File: config.mk
export PLATFORM = sky130hd
export DESIGN_NAME = comp_sched256
export DESIGN_NICKNAME = d
export VERILOG_FILES = /design/src/rtl/comp_sched256.sv
export SDC_FILE = /design/constraint.sdc
export NUM_CORES = 1
export LEC_CHECK = 0
export ABC_AREA = 1
export BUFFER_PORTS_ARGS = -buffer_cell sky130_fd_sc_hd__buf_2
export CORE_AREA = 8 8 311 313
export CTS_CLUSTER_DIAMETER = 50
export DETAILED_ROUTE_END_ITERATION = 8
export DIE_AREA = 0 0 319 321
export GPL_TIMING_DRIVEN = 0
export PLACE_DENSITY_LB_ADDON = 0.12
export SYNTH_ARGS = -nofsm -noshare
export SYNTH_HDL_FRONTEND = slang
export SYNTH_SLANG_ARGS = --single-unit
File: constraint.sdc
create_clock -name clk -period 7.88 [get_ports clk]
set_input_delay 0.394 -clock clk [delete_from_list [all_inputs] [get_ports clk]]
set_output_delay 0.394 -clock clk [all_outputs]
set_load 0.02 [all_outputs]
File: src/rtl/comp_sched256.sv
// Two-requester popcount scheduler: locks a packet to one requester, streams
// its columns through a shared compressor and accumulates per-packet results.
module comp_sched256 #(
    parameter int COMP_LAT = 1
) (
    input  logic         clk,
    input  logic         rst,
    input  logic         req0_valid,
    input  logic [255:0] req0_data,
    input  logic         req0_last,
    output logic         req0_ready,
    input  logic         req1_valid,
    input  logic [255:0] req1_data,
    input  logic         req1_last,
    output logic         req1_ready,
    output logic [255:0] comp_in,
    input  logic [8:0]   comp_out,
    output logic         res_valid,
    output logic         res_id,
    output logic [16:0]  res_sum,
    output logic [8:0]   res_beats,
    output logic         res_trunc
);

    typedef enum logic [1:0] {IDLE, LOCK0, LOCK1} state_t;

    typedef struct packed {
        logic       valid;
        logic       first;
        logic       fin;
        logic       trunc;
        logic       id;
        logic [8:0] beat;
    } tag_t;

    state_t      state_q;
    state_t      state_d;
    logic        last_gnt_q;
    logic [8:0]  beat_q;
    logic        gnt_id;
    logic        accept;
    logic        beat_last;
    logic        is_first;
    logic        fin;
    logic [8:0]  beat_num;
    tag_t        new_tag;
    tag_t        out_tag;
    tag_t        tag_q [COMP_LAT];
    logic [16:0] acc_q;
    logic [16:0] acc_d;

    // last_gnt_q records who won the most recent IDLE grant; the other wins ties
    always_comb begin
        state_d    = state_q;
        gnt_id     = 1'b0;
        req0_ready = 1'b0;
        req1_ready = 1'b0;
        unique case (state_q)
            IDLE: begin
                if (req0_valid && (!req1_valid || last_gnt_q)) begin
                    req0_ready = 1'b1;
                end else if (req1_valid) begin
                    req1_ready = 1'b1;
                    gnt_id     = 1'b1;
                end
            end
            LOCK0: req0_ready = 1'b1;
            LOCK1: begin
                req1_ready = 1'b1;
                gnt_id     = 1'b1;
            end
            default: state_d = IDLE;
        endcase
        if (rst) begin
            req0_ready = 1'b0;
            req1_ready = 1'b0;
        end
        accept    = (req0_ready && req0_valid) || (req1_ready && req1_valid);
        beat_last = gnt_id ? req1_last : req0_last;
        is_first  = (state_q == IDLE);
        beat_num  = is_first ? 9'd1 : beat_q + 9'd1;
        fin       = beat_last || (beat_num == 9'd256);
        comp_in   = '0;
        new_tag   = '0;
        if (accept) begin
            comp_in = gnt_id ? req1_data : req0_data;
            new_tag = '{valid: 1'b1, first: is_first, fin: fin,
                        trunc: fin && !beat_last, id: gnt_id,
                        beat: beat_num};
            state_d = fin ? IDLE : (gnt_id ? LOCK1 : LOCK0);
        end
    end

    assign out_tag = tag_q[COMP_LAT-1];
    assign acc_d   = out_tag.first ? {8'd0, comp_out}
                                   : acc_q + {8'd0, comp_out};

    always_ff @(posedge clk or posedge rst) begin
        if (rst) begin
            state_q    <= IDLE;
            last_gnt_q <= 1'b1;
            beat_q     <= '0;
            acc_q      <= '0;
            res_valid  <= 1'b0;
            res_id     <= 1'b0;
            res_sum    <= '0;
            res_beats  <= '0;
            res_trunc  <= 1'b0;
            for (int i = 0; i < COMP_LAT; i++) begin
                tag_q[i] <= '0;
            end
        end else begin
            state_q <= state_d;
            if (accept) begin
                beat_q <= beat_num;
                if (is_first) begin
                    last_gnt_q <= gnt_id;
                end
            end
            // tags travel alongside the column inside the compressor
            tag_q[0] <= new_tag;
            for (int i = 1; i < COMP_LAT; i++) begin
                tag_q[i] <= tag_q[i-1];
            end
            if (out_tag.valid) begin
                acc_q <= acc_d;
            end
            res_valid <= out_tag.valid && out_tag.fin;
            if (out_tag.valid && out_tag.fin) begin
                res_id    <= out_tag.id;
                res_sum   <= acc_d;
                res_beats <= out_tag.beat;
                res_trunc <= out_tag.trunc;
            end
        end
    end

endmodule

== Word level (Yosys, flattened, before mapping) ==
Cells that the tools add are included.

* Logic and storage cells: 51
* Output and inout bits: 287
* Bits in registers: 72
* Bits of input ports: 527

* Reductions and logical operators: 13
* Eq/ne operators: 4
* Add/sub/neg operators: 2
* Mux-type cells: 17

{| class="wikitable"
|+ Operators by type and width
! operator !! count
|-
| 256-bit two-way mux || 2
|-
| 17-bit by 9-bit adder with 17-bit output || 1
|-
| 17-bit two-way mux || 1
|-
| 14-bit two-way mux || 1
|-
| 9-bit by 1-bit adder with 9-bit output (second input constant) || 1
|-
| 9-bit == test (second input constant) || 1
|-
| 9-bit two-way mux || 1
|-
| 2-bit two-way mux || 4
|-
| 1-bit two-way mux || 6
|-
| 1-bit logical AND || 5
|-
| 1-bit case mux with 2 select lines || 2
|-
| 1-bit logical OR || 3
|-
| 3-bit OR reduction || 1
|-
| 2-bit by 1-bit == test with 1-bit output (second input constant) || 1
|-
| 2-bit == test (second input constant) || 1
|-
| 1-bit logical NOT || 2
|-
| 2-bit logical NOT || 1
|-
| 2-bit by 1-bit inequality test with 1-bit output (second input constant) || 1
|-
| 2-bit AND reduction || 1
|}

== Longest topological paths before layout ==
* Word-level depth: 9
* Depth in mapped cells: 11
* Gate-level depth less buffers: 11

== Worst setup path before layout ==
No wires, ideal clock.

* Kind: input to output
* Start: input port rst
* End: output port comp_in[76]
* Arrival: 2.822 ns
* Slack: 4.664 ns
* Stages on the path: 7
* Required time: 7.486 ns
* Buffers on the path: 2
* Path through: inv_1 nand3_2 inv_2 buf_6 buf_2 nand2_1 nand2_1

* Word-level cells in the longest chain between the ends: 4
* Elaborated cells between the ends (all ways): 6
* Those cells by class: 3 x mux; 3 x reduce/logical

{| class="wikitable"
|+ RTL lines
! element !! RTL line !! source
|-
| from (decl) || 7 || <nowiki>input logic rst,</nowiki>
|-
| 1-bit two-way mux || 74 || <nowiki>if (rst) begin</nowiki>
|-
| 1-bit logical AND || 78 || <nowiki>accept = (req0_ready && req0_valid) || (req1_ready && req1_valid);</nowiki>
|-
| 1-bit logical OR (*) || 78 ||
|-
| 256-bit two-way mux (*) || 85 || <nowiki>if (accept) begin</nowiki>
|-
| to (decl) || 16 || <nowiki>output logic [255:0] comp_in,</nowiki>
|}

Every way passes the cells marked *; elsewhere a longest branch is shown, timed or not.

== Worst setup path in the final report ==
* Start: register last_gnt_q
* End: output port comp_in[207]

* Word-level cells in the longest chain between the ends: 8
* Elaborated cells between the ends (all ways): 13
* Those cells by class: 8 x mux; 5 x reduce/logical

{| class="wikitable"
|+ RTL lines
! element !! RTL line !! source
|-
| from (decl) || 38 || <nowiki>logic last_gnt_q;</nowiki>
|-
| from (signal assigned) || 117 || <nowiki>last_gnt_q <= gnt_id;</nowiki>
|-
| 1-bit logical OR (*) || 60 || <nowiki>if (req0_valid && (!req1_valid || last_gnt_q)) begin</nowiki>
|-
| 1-bit logical AND (*) || 60 ||
|-
| 1-bit two-way mux || 60 ||
|-
| 1-bit case mux with 2 select lines || 58 || <nowiki>unique case (state_q)</nowiki>
|-
| 1-bit two-way mux || 74 ||
|-
| 1-bit logical AND || 78 ||
|-
| 1-bit logical OR || 78 ||
|-
| 256-bit two-way mux (*) || 85 ||
|}

Marked as above.

==> flow_metrics.py <==
metrics = {
    "run_status": {
        "status": "finished, final reports clean",
    },
    "logic_synthesis": {
        "synth.ff_latch_count": 72,
        "post_synthesis_cell_area_um2": 7250,
        "yosysWarningCount": 0,
        "synth-seq-area-share_pct": 24.9,
        "synth_edf_count": 0,
        "number_of_nets_produced_by_synthesis": 1860,
        "synth_top_cells_by_area": "sky130_fd_sc_hd__nand2_1 (36%), sky130_fd_sc_hd__dfrtp_1 (25%), sky130_fd_sc_hd__nand3_1 (19%)",
        "syn_inst": 1322,
        "top_ff_cell_synth": "sky130_fd_sc_hd__dfrtp_1",
        "share_of_synthesized_registers_carrying_an_async_set_or_reset_pct": 100,
        "syn_area_per_cell_um2": 5.48,
        "synthDominantAreaCellType": "sky130_fd_sc_hd__nand2_1",
        "synth_cell_type_count": 32,
        "synth.top_cell.area_share_pct": 36.5,
    },
    "route": {
        "finalWirelength_um": 86900,
        "drtPass1Iterations": 5,
        "drt-initial-drc-count": 929,
        "drt-vias-per-instance": 3.77,
        "route.vias.total": 12800,
        "ant_nets": 0,
        "drcViolationCount": 0,
        "routedWlPerCell_um": 25.7,
    },
    "global_route": {
        "grt_pass1_vias": 13000,
        "wire_length_of_the_first_global_routing_pass_um": 113000,
        "overflow": 0,
        "initial_antenna_violation_count": 79,
        "groute.usage.overall_pct": 15.9,
        "maximum_number_of_pins_on_one_net_before_global_route_repair": 45,
    },
    "setup_path": {
        "regToRegEndpoint": "res_sum[8]",
        "cp_num_cells": 9,
        "timing.critical_path.to_type": "output pin",
        "critical_path.startpoint_type": "flip-flop",
        "criticalPathCategory": "flip-flop to output pin",
        "r2r_cells": 11,
        "critical_path_required_ns": 7.49,
        "arrival_ns": 3.23,
        "timing.critical_path.from": "last_gnt_q",
        "rr_startpoint": "acc_q[0]",
        "critPathSlowestCell": "sky130_fd_sc_hd__clkbuf_1",
        "crit_fanout": 10,
        "crit_path_max_incr_delay_ns": 0.65,
        "ff2ff_setup_slack_ns": 5.73,
        "cp_cell_sequence": "o21ai_1 > nand2_1 > nand2_1 > nor2_4 > buf_4 > clkbuf_1 > nand3_1 > nand2_1 > buf_2",
        "family_with_the_most_delay_on_the_worst_path": "buffers and inverters",
        "worst-path-buf-inv": 3,
        "path_common_cell": "sky130_fd_sc_hd__nand2_1",
    },
    "timing": {
        "final.hold.worst_slack_ns": 0.120,
        "final_max_slew_viol_count": 0,
        "worst_slew_pin_slew_ns": 0.899,
        "setup-tns-final_ns": 0,
        "clock.fmax_ghz": 0.276,
        "final-setup-viol-count": 0,
        "worst_clock_skew_ns": 0.00465,
        "min_period_ns": 3.62,
        "slew_headroom_pct": 40.1,
        "grt_setup_unrepaired": "false",
        "post-route-period-util_pct": 45.9,
        "timing_hold_violations_final": 0,
    },
    "placement": {
        "place_area_um2": 12800,
        "globalplace.congestion": 0.971,
        "detailed_place_hpwl_um": 78500,
        "port_buf_inserts": 812,
        "placed_cells_incl_taps": 3332,
    },
    "cells_and_area": {
        "layout-drive-gt1-share_pct": 40.7,
        "final_cell_area_um2": 13300,
        "instances_no_fill": 3383,
        "fill_cells": 11100,
        "layout.cells.most_common_list": "sky130_fd_sc_hd__buf_2 (831), sky130_fd_sc_hd__nand2_1 (704), sky130_fd_sc_hd__nand3_1 (281)",
        "design.final.nets": 2684,
        "area.growth.synth_to_final_pct": 83.4,
        "mostFrequentLayoutCell": "sky130_fd_sc_hd__buf_2",
    },
    "clock_tree": {
        "cts_inserted_buffers": 9,
        "cts.sink_count": 72,
        "postCtsHoldBufs": 0,
        "insertion_delay_ns": 0.35,
        "reg_clk_slew_reported_paths_ns": 0.06,
        "clock_tree.root_cell": "sky130_fd_sc_hd__clkbuf_16",
        "ctsResizeCount": 0,
        "maximum_count_of_clock_buffers_along_a_single_path": 2,
        "post_cts.repair.setup_buffers": 0,
        "cts.htree.levels": 3,
        "tritoncts": "done",
    },
    "die": {
        "initial_core_util_pct": 7.86,
        "core_area_um2": 92200,
        "floorplan.die_area_um2": 102000,
        "die_height_um": 321,
        "design.portCount": 814,
        "row_count": 112,
        "chipWidth_um": 319,
    },
    "flow_run": {
        "cap_viol_max_count": 0,
    },
    "power_and_ir_drop": {
        "p_leak_nw": 8.02,
        "power_density_nw_per_um2": 209,
        "worst_ir_drop_vdd_mv": 0.118,
    },
    "min_path": {
        "worst_hold_path_class": "primary input to async pin",
    },
}
==> cell usage after synthesis (3+ instances only) <==
library cell               number
sky130_fd_sc_hd__nand2_1      704
sky130_fd_sc_hd__nand3_1      281
sky130_fd_sc_hd__dfrtp_1       71
sky130_fd_sc_hd__clkbuf_1      57
sky130_fd_sc_hd__nor2_1        40
sky130_fd_sc_hd__inv_1         30
sky130_fd_sc_hd__buf_2         19
sky130_fd_sc_hd__o21ai_0       19
sky130_fd_sc_hd__buf_4         17
sky130_fd_sc_hd__nand4_1       12
sky130_fd_sc_hd__ha_1          10
sky130_fd_sc_hd__nand3b_1      10
sky130_fd_sc_hd__a21oi_1        8
sky130_fd_sc_hd__o21ai_1        8
sky130_fd_sc_hd__a31oi_1        7
sky130_fd_sc_hd__buf_1          3
sky130_fd_sc_hd__clkinv_1       3
sky130_fd_sc_hd__inv_2          3
==> how the worst max path moves through the flow <==
stage                     slack [ns]           end
after floorplan                 4.66   comp_in[76]
after global placement          2.54  comp_in[140]
after detailed placement        4.06  comp_in[207]
after CTS                       3.95  comp_in[207]
after global routing            3.91  comp_in[207]
final                           4.26  comp_in[207]
==> per-layer routing <==
| layer | routed length (um) | GRT usage, % | share of wire, % |
|---|---|---|---|
| met5 | 52 | 0 | 0.060 |
| met4 | 3710 | 6.65 | 4.3 |
| met3 | 9670 | 7.55 | 11 |
| met2 | 42400 | 27.5 | 49 |
| met1 | 31100 | 16.7 | 36 |
==> sequential cells by signal, summed over array words and instances (netlist names) <==
| signal | flops |
|---|---|
| res_id | 1 |
| res_beats | 9 |
| out_tag | 14 |
| res_trunc | 1 |
| acc_q | 17 |
| state_q | 2 |
| beat_q | 9 |
| res_valid | 1 |
| res_sum | 17 |
| last_gnt_q | 1 |
==> logic make-up (layout without fill, tap and decap cells) <==
group                    count (synthesis)  count (layout)  synth area share [%]
AND/OR/NAND/NOR                       1054            1054                  60.7
XOR/XNOR                                 2               2                 0.242
AO/OA/AOI/OAI                           49              49                  3.80
buffers and inverters                  134             963                  8.36
flip-flops                              72              72                  24.9
other                                    0              35                     0
adder cells (fa/ha/maj)                 11              11                  2.00
==> worst register-to-register path, delay by kind of cell, from the launching register on <==
kind / cells / cell delay [ns]
AND/OR/NAND/NOR: 8 / 0.73
AO/OA/AOI/OAI: 1 / 0.30
adder cells (fa/ha/maj): 2 / 0.67
flip-flops: 1 / 0.38
==> stage by stage <==
stage	total power [W]	setup WS (ns)	utilization, %
2_1_floorplan	0.00148	4.66	-
3_3_place_gp	0.00230	2.54	13.9
3_5_place_dp	0.00230	4.06	13.9
4_1_cts	0.00284	3.95	14.3
5_1_grt	0.00300	3.91	14.4
6_report	0.00278	4.26	14.4
==> final cells by class <==
cell class | instances | area, um^2 | area share [%]
multi-input combinational | 1116 | 4840 | 36.4
timing repair buffer | 813 | 4090 | 30.8
sequential | 72 | 1800 | 13.6
tap | 1197 | 1500 | 11.3
buffer | 98 | 470 | 3.54
clock buffer | 11 | 233 | 1.75
inverter | 36 | 138 | 1.04
clock inverter | 5 | 129 | 0.970
antenna | 35 | 87.6 | 0.659
==> report_power, final <==
group / switching (W) / internal [W]
Combinational: 0.00118 / 0.000510
Clock: 0.000175 / 0.000342
Sequential: 0.0000839 / 0.000481
Total: 0.00144 / 0.00133
(Power assumes the default switching activity.)
